`config.mk`:
```
export PLATFORM = sky130hd
export DESIGN_NAME = vertical_counter_flat
export DESIGN_NICKNAME = d
export VERILOG_FILES = /design/src/rtl/vertical_counter_if.sv /design/src/rtl/vertical_counter.sv /design/src/flat_wrapper.sv
export SDC_FILE = /design/constraint.sdc
export NUM_CORES = 1
export LEC_CHECK = 0
export ABC_AREA = 1
export BUFFER_PORTS_ARGS = -buffer_cell sky130_fd_sc_hd__buf_2
export CORE_ASPECT_RATIO = 0.8
export CORE_MARGIN = 5
export CORE_UTILIZATION = 53
export CTS_CLUSTER_SIZE = 25
export DETAILED_ROUTE_END_ITERATION = 10
export PLACE_DENSITY = 0.77
export SYNTH_ARGS = -nofsm -noshare
export SYNTH_HDL_FRONTEND = slang
export SYNTH_SLANG_ARGS = --single-unit
```
`constraint.sdc`:
```
create_clock -name clk -period 2.3 [get_ports clk]
set_clock_uncertainty 0.2 [all_clocks]
set_input_delay 0.115 -clock clk [delete_from_list [all_inputs] [get_ports clk]]
set_output_delay 0.115 -clock clk [all_outputs]
set_load 0.02 [all_outputs]
```
`src/rtl/vertical_counter_if.sv`:
```
// Signal bundle between the horizontal timing stage (master) and the vertical counter (slave).
// The frame_count signal exists only when VCNT_FRAME_COUNT_EN is defined.
interface vertical_counter_if;
  // Strobe semantics rather than a handshake: en_v_count is a one-cycle
  // qualifier sampled on every rising clk edge. The slave cannot stall it, and
  // each asserted cycle is consumed as exactly one line advance.
  logic        en_v_count;
  logic        hblank;
  logic [10:0] v_count;
  logic        vsync;
  logic        vblank;
  logic        video_on;
  logic        frame_start;
  logic [1:0]  v_state;
`ifdef VCNT_FRAME_COUNT_EN
  logic [15:0] frame_count;

  modport master (
    output en_v_count, hblank,
    input  v_count, vsync, vblank, video_on, frame_start, v_state, frame_count
  );
  modport slave (
    input  en_v_count, hblank,
    output v_count, vsync, vblank, video_on, frame_start, v_state, frame_count
  );
`else
  modport master (
    output en_v_count, hblank,
    input  v_count, vsync, vblank, video_on, frame_start, v_state
  );
  modport slave (
    input  en_v_count, hblank,
    output v_count, vsync, vblank, video_on, frame_start, v_state
  );
`endif
endinterface

```
`src/rtl/vertical_counter.sv`:
```
// VGA vertical timing counter: line count, vsync, vblank, video_on and frame_start.
// The optional 16-bit frame counter is built only when VCNT_FRAME_COUNT_EN is defined.
module vertical_counter #(
  parameter int V_VISIBLE_AREA = 480,
  parameter int V_FRONT_PORCH  = 10,
  parameter int V_SYNC_PULSE   = 2,
  parameter int V_BACK_PORCH   = 33
) (
  input  logic               clk,
  input  logic               reset,
  vertical_counter_if.slave  vif
);

  localparam int V_TOTAL = V_VISIBLE_AREA + V_FRONT_PORCH + V_SYNC_PULSE + V_BACK_PORCH;

  localparam logic [10:0] LAST_LINE   = 11'(V_TOTAL - 1);
  localparam logic [10:0] FRONT_START = 11'(V_VISIBLE_AREA);
  localparam logic [10:0] SYNC_START  = 11'(V_VISIBLE_AREA + V_FRONT_PORCH);
  localparam logic [10:0] BACK_START  = 11'(V_VISIBLE_AREA + V_FRONT_PORCH + V_SYNC_PULSE);

  typedef enum logic [1:0] {
    V_ACTIVE = 2'd0,
    V_FRONT  = 2'd1,
    V_SYNC   = 2'd2,
    V_BACK   = 2'd3
  } v_state_t;

  v_state_t    state;
  v_state_t    next_state;
  logic [10:0] v_count;
  logic [10:0] next_count;
  logic        wrap;
  logic        vsync;
  logic        vblank;
  logic        video_on;
  logic        frame_start;

  // Any count at or beyond the last line (including unreachable out-of-range
  // values) advances to line 0; only the true last line counts as a frame wrap.
  always_comb begin
    wrap       = (v_count == LAST_LINE);
    next_count = (v_count >= LAST_LINE) ? 11'd0 : v_count + 11'd1;
    if (next_count < FRONT_START) begin
      next_state = V_ACTIVE;
    end else if (next_count < SYNC_START) begin
      next_state = V_FRONT;
    end else if (next_count < BACK_START) begin
      next_state = V_SYNC;
    end else begin
      next_state = V_BACK;
    end
  end

  // state, vsync and vblank all derive from the next line value so they move
  // on the same edge as v_count.
  always_ff @(posedge clk) begin
    if (reset) begin
      v_count     <= 11'd0;
      state       <= V_ACTIVE;
      vsync       <= 1'b1;
      vblank      <= 1'b0;
      video_on    <= 1'b0;
      frame_start <= 1'b0;
    end else begin
      if (vif.en_v_count) begin
        v_count <= next_count;
        state   <= next_state;
        vsync   <= (next_state != V_SYNC);
        vblank  <= (next_state != V_ACTIVE);
      end
      frame_start <= vif.en_v_count && wrap;
      video_on    <= !vif.hblank && !vblank;
    end
  end

`ifdef VCNT_FRAME_COUNT_EN
  logic [15:0] frame_count;

  always_ff @(posedge clk) begin
    if (reset) begin
      frame_count <= 16'd0;
    end else if (vif.en_v_count && wrap) begin
      frame_count <= frame_count + 16'd1;
    end
  end

  assign vif.frame_count = frame_count;
`endif

  assign vif.v_count     = v_count;
  assign vif.vsync       = vsync;
  assign vif.vblank      = vblank;
  assign vif.video_on    = video_on;
  assign vif.frame_start = frame_start;
  assign vif.v_state     = state;

endmodule

```
`src/flat_wrapper.sv`:
```
// flat-port wrapper written by rule: the top's interface ports become plain ports
module vertical_counter_flat 
#(
  parameter int V_VISIBLE_AREA = 480,
  parameter int V_FRONT_PORCH  = 10,
  parameter int V_SYNC_PULSE   = 2,
  parameter int V_BACK_PORCH   = 33
)
  (clk, reset, vif_en_v_count, vif_hblank, vif_v_count, vif_vsync, vif_vblank, vif_video_on, vif_frame_start, vif_v_state);
  vertical_counter_if vif_i ();
  input  logic clk;
  input  logic reset;
  input wire logic [$bits(vif_i.en_v_count)-1:0] vif_en_v_count;
  input wire logic [$bits(vif_i.hblank)-1:0] vif_hblank;
  output wire logic [$bits(vif_i.v_count)-1:0] vif_v_count;
  output wire logic [$bits(vif_i.vsync)-1:0] vif_vsync;
  output wire logic [$bits(vif_i.vblank)-1:0] vif_vblank;
  output wire logic [$bits(vif_i.video_on)-1:0] vif_video_on;
  output wire logic [$bits(vif_i.frame_start)-1:0] vif_frame_start;
  output wire logic [$bits(vif_i.v_state)-1:0] vif_v_state;
  assign vif_i.en_v_count = vif_en_v_count;
  assign vif_i.hblank = vif_hblank;
  assign vif_v_count = vif_i.v_count;
  assign vif_vsync = vif_i.vsync;
  assign vif_vblank = vif_i.vblank;
  assign vif_video_on = vif_i.video_on;
  assign vif_frame_start = vif_i.frame_start;
  assign vif_v_state = vif_i.v_state;
  vertical_counter #(.V_VISIBLE_AREA(V_VISIBLE_AREA), .V_FRONT_PORCH(V_FRONT_PORCH), .V_SYNC_PULSE(V_SYNC_PULSE), .V_BACK_PORCH(V_BACK_PORCH)) u_core (.clk(clk), .reset(reset), .vif(vif_i));
endmodule
```
Yosys cells after proc, flatten, opt, wreduce, memory -nomap -nowiden
Cells that the tools add are included.
- add/subtract/negate cells: 1
- $lt $le $gt $ge: 4
- equal/unequal tests: 2
- multiplexer cells: 4
- reduce and logical (&&, ||, !) cells: 5
- operators by type and width (kind ; count):
    11-bit by 9-bit less-than comparator with 1-bit output (second input constant) ; 3
    11-bit by 1-bit adder with 11-bit output (second input constant) ; 1
    11-bit by 10-bit == test with 1-bit output (second input constant) ; 1
    11-bit by 10-bit greater-or-equal comparator with 1-bit output (second input constant) ; 1
    11-bit two-way mux ; 1
    2-bit two-way mux ; 2
    1-bit logical AND ; 2
    1-bit zero test ; 2
    2-bit inequality test (second input constant) ; 1
    2-bit nonzero test ; 1
    1-bit two-way mux ; 1
- flip-flop bits (word level): 17
- bits of input ports: 4

Depth between registers and ports, before layout
Gate-level depths: netlist of the first run.
- depth after elaboration: 7
- mapped depth: 14
- depth with buffers taken out: 13

Least setup slack after synthesis of the first run
No wires, ideal clock.
- path type: reg-to-reg
- from: register u_core.v_count[1], in the netlist u_core.vif.v_count[1]
- to: register u_core.vsync, in the netlist u_core.vif.vsync
- setup time: 117 ps
- arrival time: 1531 ps
- required time: 1983 ps
- path slack: 452 ps
- cell stages (with the launch flop): 13
- period minus slack after synthesis: 1848 ps
- cells stage by stage: dfxtp_1 ha_1 nand2_1 nor2_2 nand3b_1 nand2_2 inv_2 nor2_4 nand2_2 nor2_1 nand4_1 nand2_1 nand2_1
- longest elaborated chain between the ends: 7
- RTL lines (what ; line ; RTL):
    start: declaration ; vertical_counter.sv:30 ; logic [10:0] v_count;
    start signal: assignment ; vertical_counter.sv:66 ; v_count <= next_count;
    11-bit by 1-bit adder with 11-bit output / 11-bit by 10-bit greater-or-equal comparator with 1-bit output (equally long branches) ; vertical_counter.sv:42 ; next_count = (v_count >= LAST_LINE) ? 11'd0 : v_count + 11'd1;
    11-bit two-way mux (*) ; vertical_counter.sv:42 ;
    11-bit by 9-bit less-than comparator with 1-bit output ; vertical_counter.sv:47 ; end else if (next_count < BACK_START) begin
    1-bit two-way mux ; vertical_counter.sv:47 ;
    2-bit two-way mux ; vertical_counter.sv:45 ; end else if (next_count < SYNC_START) begin
    2-bit two-way mux (*) ; vertical_counter.sv:43 ; if (next_count < FRONT_START) begin
    2-bit inequality test (*) ; vertical_counter.sv:68 ; vsync <= (next_state != V_SYNC);
    end signal: assignment ; vertical_counter.sv:68 ;
    end: declaration ; vertical_counter.sv:33 ; logic vsync;
Every way passes the cells marked *; elsewhere a longest branch is shown, timed or not.
A chain may end at the register's enable or synchronous reset.

Worst setup path in the final report of the first run
Ends and elaborated chain as after synthesis.

==> results of run 1 <==
-- cell families after synthesis --
kind of cell / after synthesis
AO/OA/AOI/OAI: 19
XOR/XNOR: 4
adder cells (fa/ha/maj): 2
buffers and inverters: 23
flip-flops: 17
AND/OR/NAND/NOR: 80
-- state kept, by name (all words and copies together), names as in the netlist --
name,flops
u_core.vif.v_count,11
u_core.vif.v_state,2
u_core.vif.frame_start,1
u_core.vif.vblank,1
u_core.vif.video_on,1
u_core.vif.vsync,1
-- critical path, delay by kind of cell (launching register included) --
family                     cells  cell delay, ps
DFF                            1             430
buffers and inverters          1              50
adders and majority gates      1             200
and+or+nand+nor               10             900
-- path summary, 6_finish.rpt --
check / end / cells past startpoint / start
worst max-delay path: u_core.vif.vsync / 12 / u_core.vif.v_count[1]
worst min-delay path: u_core.vif.v_state[1] / 2 / u_core.vif.v_state[1]
worst max register to register: u_core.vif.vsync / 12 / u_core.vif.v_count[1]
worst min register to register: u_core.vif.v_state[1] / 2 / u_core.vif.v_state[1]
-- metrics by stage --
| stage | instances | hold slack [ps] | cell area (µm²) |
|---|---|---|---|
| 2_1_floorplan | 145 | -8.21 | 1030 |
| 3_3_place_gp | 185 | 76.5 | 1120 |
| 3_5_place_dp | 185 | 86.6 | 1120 |
| 4_1_cts | 193 | 270 | 1180 |
| 5_1_grt | 193 | 299 | 1180 |
| 6_report | 193 | 265 | 1180 |
-- cell usage after synthesis --
cell            n
dlygate4sd1_1   1
xnor2_1         1
nand3_2         1
dfxtp_1        17
clkbuf_8        1
a21oi_1         7
nor4_1          1
a21oi_4         1
nor2_2          6
nand3b_1        2
nor2_4          2
a22oi_1         3
nand2_4         1
nand4_1         2
o21ai_2         1
nor3_1          2
or2_2           1
inv_1          14
nand3_1        11
o21ai_0         5
ha_1            2
xor2_1          3
o21ai_1         1
nand2_2         7
buf_6           2
inv_2           5
a21oi_2         1
nand2_1        30
nor2_1         14
-- routing by layer --
| layer | routed length (µm) | share of wire [%] | global-route usage [%] | vias up |
|---|---|---|---|---|
| met1 | 1070 | 46 | 22.5 | 448 |
| met5 | 0 | 0 | 0 | - |
| met2 | 1040 | 45 | 27.8 | 40 |
| met4 | 11 | 0.47 | 3.40 | 0 |
| met3 | 209 | 9.0 | 5.48 | 2 |
| li1 | - | - | - | 510 |
-- placed cells by master (no fill, tap or decap) --
master / count
nand2_1: 30
buf_2: 20
dfxtp_1: 17
inv_1: 14
nor2_1: 14
nand3_1: 11
nand2_2: 7
a21oi_1: 7
nor2_2: 6
inv_2: 5
o21ai_0: 5
dlygate4sd3_1: 4
xor2_1: 3
a22oi_1: 3
clkbuf_4: 3
nand4_1: 2
nor3_1: 2
nand3b_1: 2
nor2_4: 2
ha_1: 2
nand3_2: 1
o21ai_2: 1
nor4_1: 1
a21oi_4: 1
nand2_4: 1
o21ai_1: 1
or2_2: 1
xnor2_1: 1
a21oi_2: 1
clkbuf_1: 1
-- where the power goes --
group	leakage [nW]	total, mW	internal [mW]	switching [mW]
Clock	0.0150	0.162	0.0675	0.0947
Combinational	0.357	0.0649	0.0229	0.0421
Sequential	0.138	0.308	0.300	0.00824
-- area by class of cell --
class | count | share of cell area (%)
clock buffers | 4 | 2.22
repair buffers | 24 | 11.8
well taps | 24 | 2.53
multi-input cells | 105 | 48.7
inverters | 19 | 6.02
flip-flops and latches | 17 | 28.7
-- what timing repair did --
item                                    in CTS  in global routing
setup buffers                                0                  0
endpoints found under the setup margin       0                  0
hold endpoints to repair                    13                  0
hold buffers                                 4                  0
==> summary.txt, run 1 <==
Cells and area
  – Nets: 176
  – Fillers: 171
  – Footprint of the multi-input gates: 577 µm²
  – Sequential cell area: ~340 µm²
  – Finished Core Util: 63.2%
  – Share of layout cells above drive strength 1: 29.0%
  – N_diodes: 0
  – Syn-to-layout area delta: 14.6%

Yosys
  – Synth Net Count: 151
  – Adder-cell share of the synthesized area: 2.42%
  – Simple-Gate Fraction of Synth Area: 38.3%
  – Seq/Total Area, Yosys: between 30 and 40%
  – Compound-Gate Fraction of Synth Area: between 10% and 20%
  – Post-synth cell types: 29
  – Syn Area/Cell: 7.13 µm²
  – Synth top area cells: dfxtp_1, nand2_1, nand3_1
  – Synth area leader: dfxtp_1
  – Synth top area share: 32.9%
  – Mux contribution to synthesized area: 0%
  – Gate Count Post-Synth: 145
  – Post-synthesis cell area: just over 0.001 mm²
  – Number of synthesized register bits: 17
  – Yosys warnings: 0
  – Largest family of logic cells by synthesized area: simple AND/OR/NAND/NOR gates
  – Post-Synth XOR/XNOR Area: 3.39%

Worst setup path
  – CP arrival: ~1900 ps
  – Max Fanout on Critical Path: 6
  – Slowest-stage cell, CP: dfxtp_1
  – R2R Setup Slk: 430 ps
  – WS Path Type: register to register
  – CP Launch Type: register
  – Worst path max stage delay: 430 ps
  – WP data required: 2290 ps
  – Most frequent CP cell: nand2_1
  – Crit end category: register
  – Worst-path cell chain: ha_1, nand2_1, nor2_2, nand3b_1, nand2_2, inv_2, nor2_4, nand2_2, nor2_1, nand4_1, nand2_1, nand2_1

Floorplan
  – Die X: 59.4 µm
  – Core region area: 0.00187 mm²
  – Site row count: 14
  – DIE AREA: 0.00294 mm²
  – Initial Utilization: 55.1%
  – Die Y: 49.5 µm
  – Io pins: 21

Outcome
  – Status: complete, no violations

Clocking
  – Htree depth: 1
  – Num CTS Buffers: 3
  – Clock latency on the worst-skew pair: between 200 and 300 ps
  – CTS tree: built
  – CTS Buffer Depth: 2
  – Root Buffer: clkbuf_4
  – Sink Count: 17
  – Worst-path clk slew: 100 ps
  – Post-CTS Resized: 0

Timing
  – Post-layout min period: 1870 ps
  – Period Utilization, post-route: around four fifths
  – Max Slew Vio Count: 0
  – Final setup slack of the worst path: 426 ps
  – Final Hold Viols: 0
  – RSZ-0062 raised after global routing: no
  – FMAX: roughly 530 MHz
  – Rel. slew slack: between 70 and 80%
  – Slew @ Worst Pin: between 300 and 400 ps
  – Setup TNS Final: 0 ps
  – Setup violations, final: 0

Detailed routing
  – Initial DRC count: 49
  – DRC Markers: 0
  – Vias per cell: 5.18
  – DR pass1 iterations: 4
  – DR WL/cell: 12.1 µm
  – Via count: 1000
  – WL final: around 2300 µm
  – Antenna Nets Post-Route: 0

Placement
  – Pre-CTS setup slack: about 450 ps
  – PortBufs: 20
  – DP HPWL: between 1500 and 2000 µm
  – RePlAce Congestion: a little over 0.9

Power
  – VDD IR-drop max: 0.331 mV
  – Leak: 0.510 nW
  – Design Power: 536 µW
  – Power per cell area: 452 mW/mm²

Global route
  – Gr usage total: 17.3%
  – Largest net degree at the start of global routing: 16
  – Total grt overflow: 0
  – Antenna violations before repair: 0
  – Vias in the first global route: 960
  – First-pass GRT wire length: between 4000 and 5000 µm

Hold path
  – Hold Path Class: register to register

Run
  – Max Cap Violations: 0
(Power assumes the default switching activity.)
==> run 2, diff against run 1 <==
Clock period 2.3 ns to 1.8 ns, I/O delays scaled along.
==> run 2 against run 1 <==
Register-to-register slack lost 420 ps; utilization grew 11 points; setup slack lost 420 ps; critical path depth shrank 3; design area grew 17%.
==> summary.txt, run 2 (same netlist as run 1, synthesis figures left out) <==
Cells and area
  – Share of layout cells above drive strength 1: 45.0% (+16 points)
  – Footprint of the multi-input gates: 666 µm² (+15%)
  – Finished Core Util: 74.0% (+11 points)
  – Commonest non-fill, non-tap cell in the layout: nand2_1
  – Fillers: 138 (-19%)
  – N_diodes: 0 (unchanged)
  – Max reg flops: 11 (unchanged)
  – Sequential cell area: 363 µm² (+6.6%)
  – Syn-to-layout area delta: 34.3%
  – Largest Register: u_core.vif.v_count
  – Nets: 187 (+6.3%)
  – Most frequent cells in the layout: nand2_1, buf_2, inv_1, nor2_1

Timing
  – Slew @ Worst Pin: 365 ps (+23.5 ps)
  – Final setup slack of the worst path: 7.44 ps (-419 ps)
  – FMAX: 558 MHz (+4.5%)
  – Max Slew Vio Count: 0 (unchanged)
  – Rel. slew slack: 75.6% (-1.6 points)
  – Setup violations, final: 0 (unchanged)
  – Post-layout min period: 1790 ps (-81.3 ps)
  – RSZ-0062 raised after global routing: yes
  – Final Hold Viols: 0 (unchanged)
  – Period Utilization, post-route: 99.6% (+18 points)

Detailed routing
  – Vias per cell: 5.39 (+4.1%)
  – DR WL/cell: 14.6 µm (+22%)
  – Via count: 1100 (+10%)
  – Antenna Nets Post-Route: 0 (unchanged)
  – WL final: 2990 µm (+28%)
  – DRC Markers: 0 (unchanged)
  – DR pass1 iterations: 4 (unchanged)
  – Initial DRC count: 87 (+78%)

Global route
  – Vias in the first global route: 1032 (+7.5%)
  – First-pass GRT wire length: 4710 µm (+16%)
  – Antenna violations before repair: 0 (unchanged)
  – Total grt overflow: 0 (unchanged)
  – Largest net degree at the start of global routing: 16 (unchanged)
  – Gr usage total: 20.8% (+3.5 points)

Power
  – Power per cell area: 526 mW/mm² (+16%)
  – Design Power: 731 µW (+36%)
  – Leak: 0.604 nW (+18%)
  – VDD IR-drop max: 0.387 mV (+17%)

Worst setup path
  – Worst path max stage delay: 390 ps (-40 ps)
  – WP data required: 1790 ps (-500 ps)
  – Max Fanout on Critical Path: 3 (-3)
  – Worst-path cell chain: ha_4, nand2_4, nor2_4, xor2_1, inv_1, nor2_2, nand4_1, nand2_1, nand2_1
  – R2R Setup Slk: 7 ps (-420 ps)
  – Crit end category: register
  – Slowest-stage cell, CP: dfxtp_4
  – CP arrival: 1780 ps (-90 ps)
  – R2R Path End: u_core.vif.vsync
  – CP Launch Type: register
  – WS Path Type: register to register
  – Length in cells of the worst reg-to-reg path: 9 (-3)
  – Most frequent CP cell: nand2_1
  – CP endpoint: u_core.vif.vsync
  – Worst setup startpoint: u_core.vif.v_count[1]
  – Worst r2r src: u_core.vif.v_count[1]

Clocking
  – Worst-path clk slew: 110 ps (about the same)
  – Sink Count: 17 (unchanged)
  – Num CTS Buffers: 3 (unchanged)
  – CTS Buffer Depth: 2 (unchanged)
  – Clock latency on the worst-skew pair: 300 ps (about the same)
  – CTS tree: built
  – Htree depth: 1 (unchanged)
  – Root Buffer: clkbuf_4

Run
  – Max Cap Violations: 0 (unchanged)

Outcome
  – Status: complete, no violations

Floorplan
  – Initial Utilization: 55.1% (unchanged)
  – Site row count: 14 (unchanged)
  – Core region area: 0.00187 mm² (unchanged)
  – Io pins: 21 (unchanged)
  – Die X: 59.4 µm (unchanged)
  – Die Y: 49.5 µm (unchanged)
  – DIE AREA: 0.00294 mm² (unchanged)

Placement
  – RePlAce Congestion: 0.932 (-0.25%)
  – Pre-CTS setup slack: -39.5 ps (-494 ps)
  – PortBufs: 20 (unchanged)
  – DP HPWL: 1890 µm (+4.4%)

Hold path
  – Hold Path Class: register to register
[run 2: cell count changes in the layout (fill, tap and decap cells not counted), sizes merged]
cell | previous run | this run
clkinv | 0 | 1
buf | 20 | 31
clkbuf | 4 | 3
[run 2: worst min-delay path by stage]
stage	end	depth (start not counted)	startpoint	slack (ps)
final	u_core.vif.v_state[1]	2	u_core.vif.v_state[1]	270
after global routing	u_core.vif.v_state[1]	2	u_core.vif.v_state[1]	310
after CTS	u_core.vif.v_state[1]	2	u_core.vif.v_state[1]	270
after detailed placement	u_core.vif.video_on	2	vif_hblank	60
after global placement	u_core.vif.video_on	2	vif_hblank	50
after floorplan	u_core.vif.v_count[10]	1	reset	-30
[run 2: timing repair]
action	CTS	global route
gates resized for setup	9	24
hold endpoints to repair	14	0
buffers inserted	4	4
hold buffers	4	0
cloned	0	0
pin swaps	5	11
endpoints found under the setup margin	1	4
[run 2: stage by stage]
stage	hold WS (ps)	TNS, ps	instances	instance area (µm²)
after detailed placement	56.5	-39.5	188	1140
after global routing	311	-242	204	1390
after CTS	270	0	200	1270
after global placement	51.4	0	188	1140
final	268	0	204	1390
after floorplan	-33.2	0	145	1040
[run 2: area by class of cell]
| cell class | count | area share (%) |
|---|---|---|
| Clock buffer | 3 | 1.62 |
| Clock inverter | 1 | 0.361 |
| Inverter | 19 | 5.14 |
| Multi-Input combinational cell | 105 | 48.0 |
| Sequential cell | 17 | 26.1 |
| Tap cell | 24 | 2.16 |
| Timing Repair Buffer | 35 | 16.6 |
[run 2: critical path: cells and delay by family (launching register included)]
| family | cells | cell delay (ps) |
|---|---|---|
| xor gates and xnor gates | 1 | 230 |
| adders and majority gates | 1 | 160 |
| and+or+nand+nor | 6 | 590 |
| DFF | 1 | 390 |
| buffers and inverters | 1 | 120 |
[run 2: power breakdown]
group,switching [mW],internal [mW],total [mW]
Combinational,0.0726,0.0541,0.127
Clock,0.129,0.0828,0.212
Sequential,0.0120,0.380,0.392
[run 2: routing by layer]
metal | up-vias | share of wire [%] | global-route usage [%] | wire length [µm]
met3 | 8 | 10 | 5.48 | 299
li1 | 535 | - | - | -
met1 | 483 | 40 | 25.8 | 1210
met2 | 74 | 48 | 34.9 | 1440
met4 | 0 | 1.6 | 5.66 | 48
met5 | - | 0 | 0 | 0
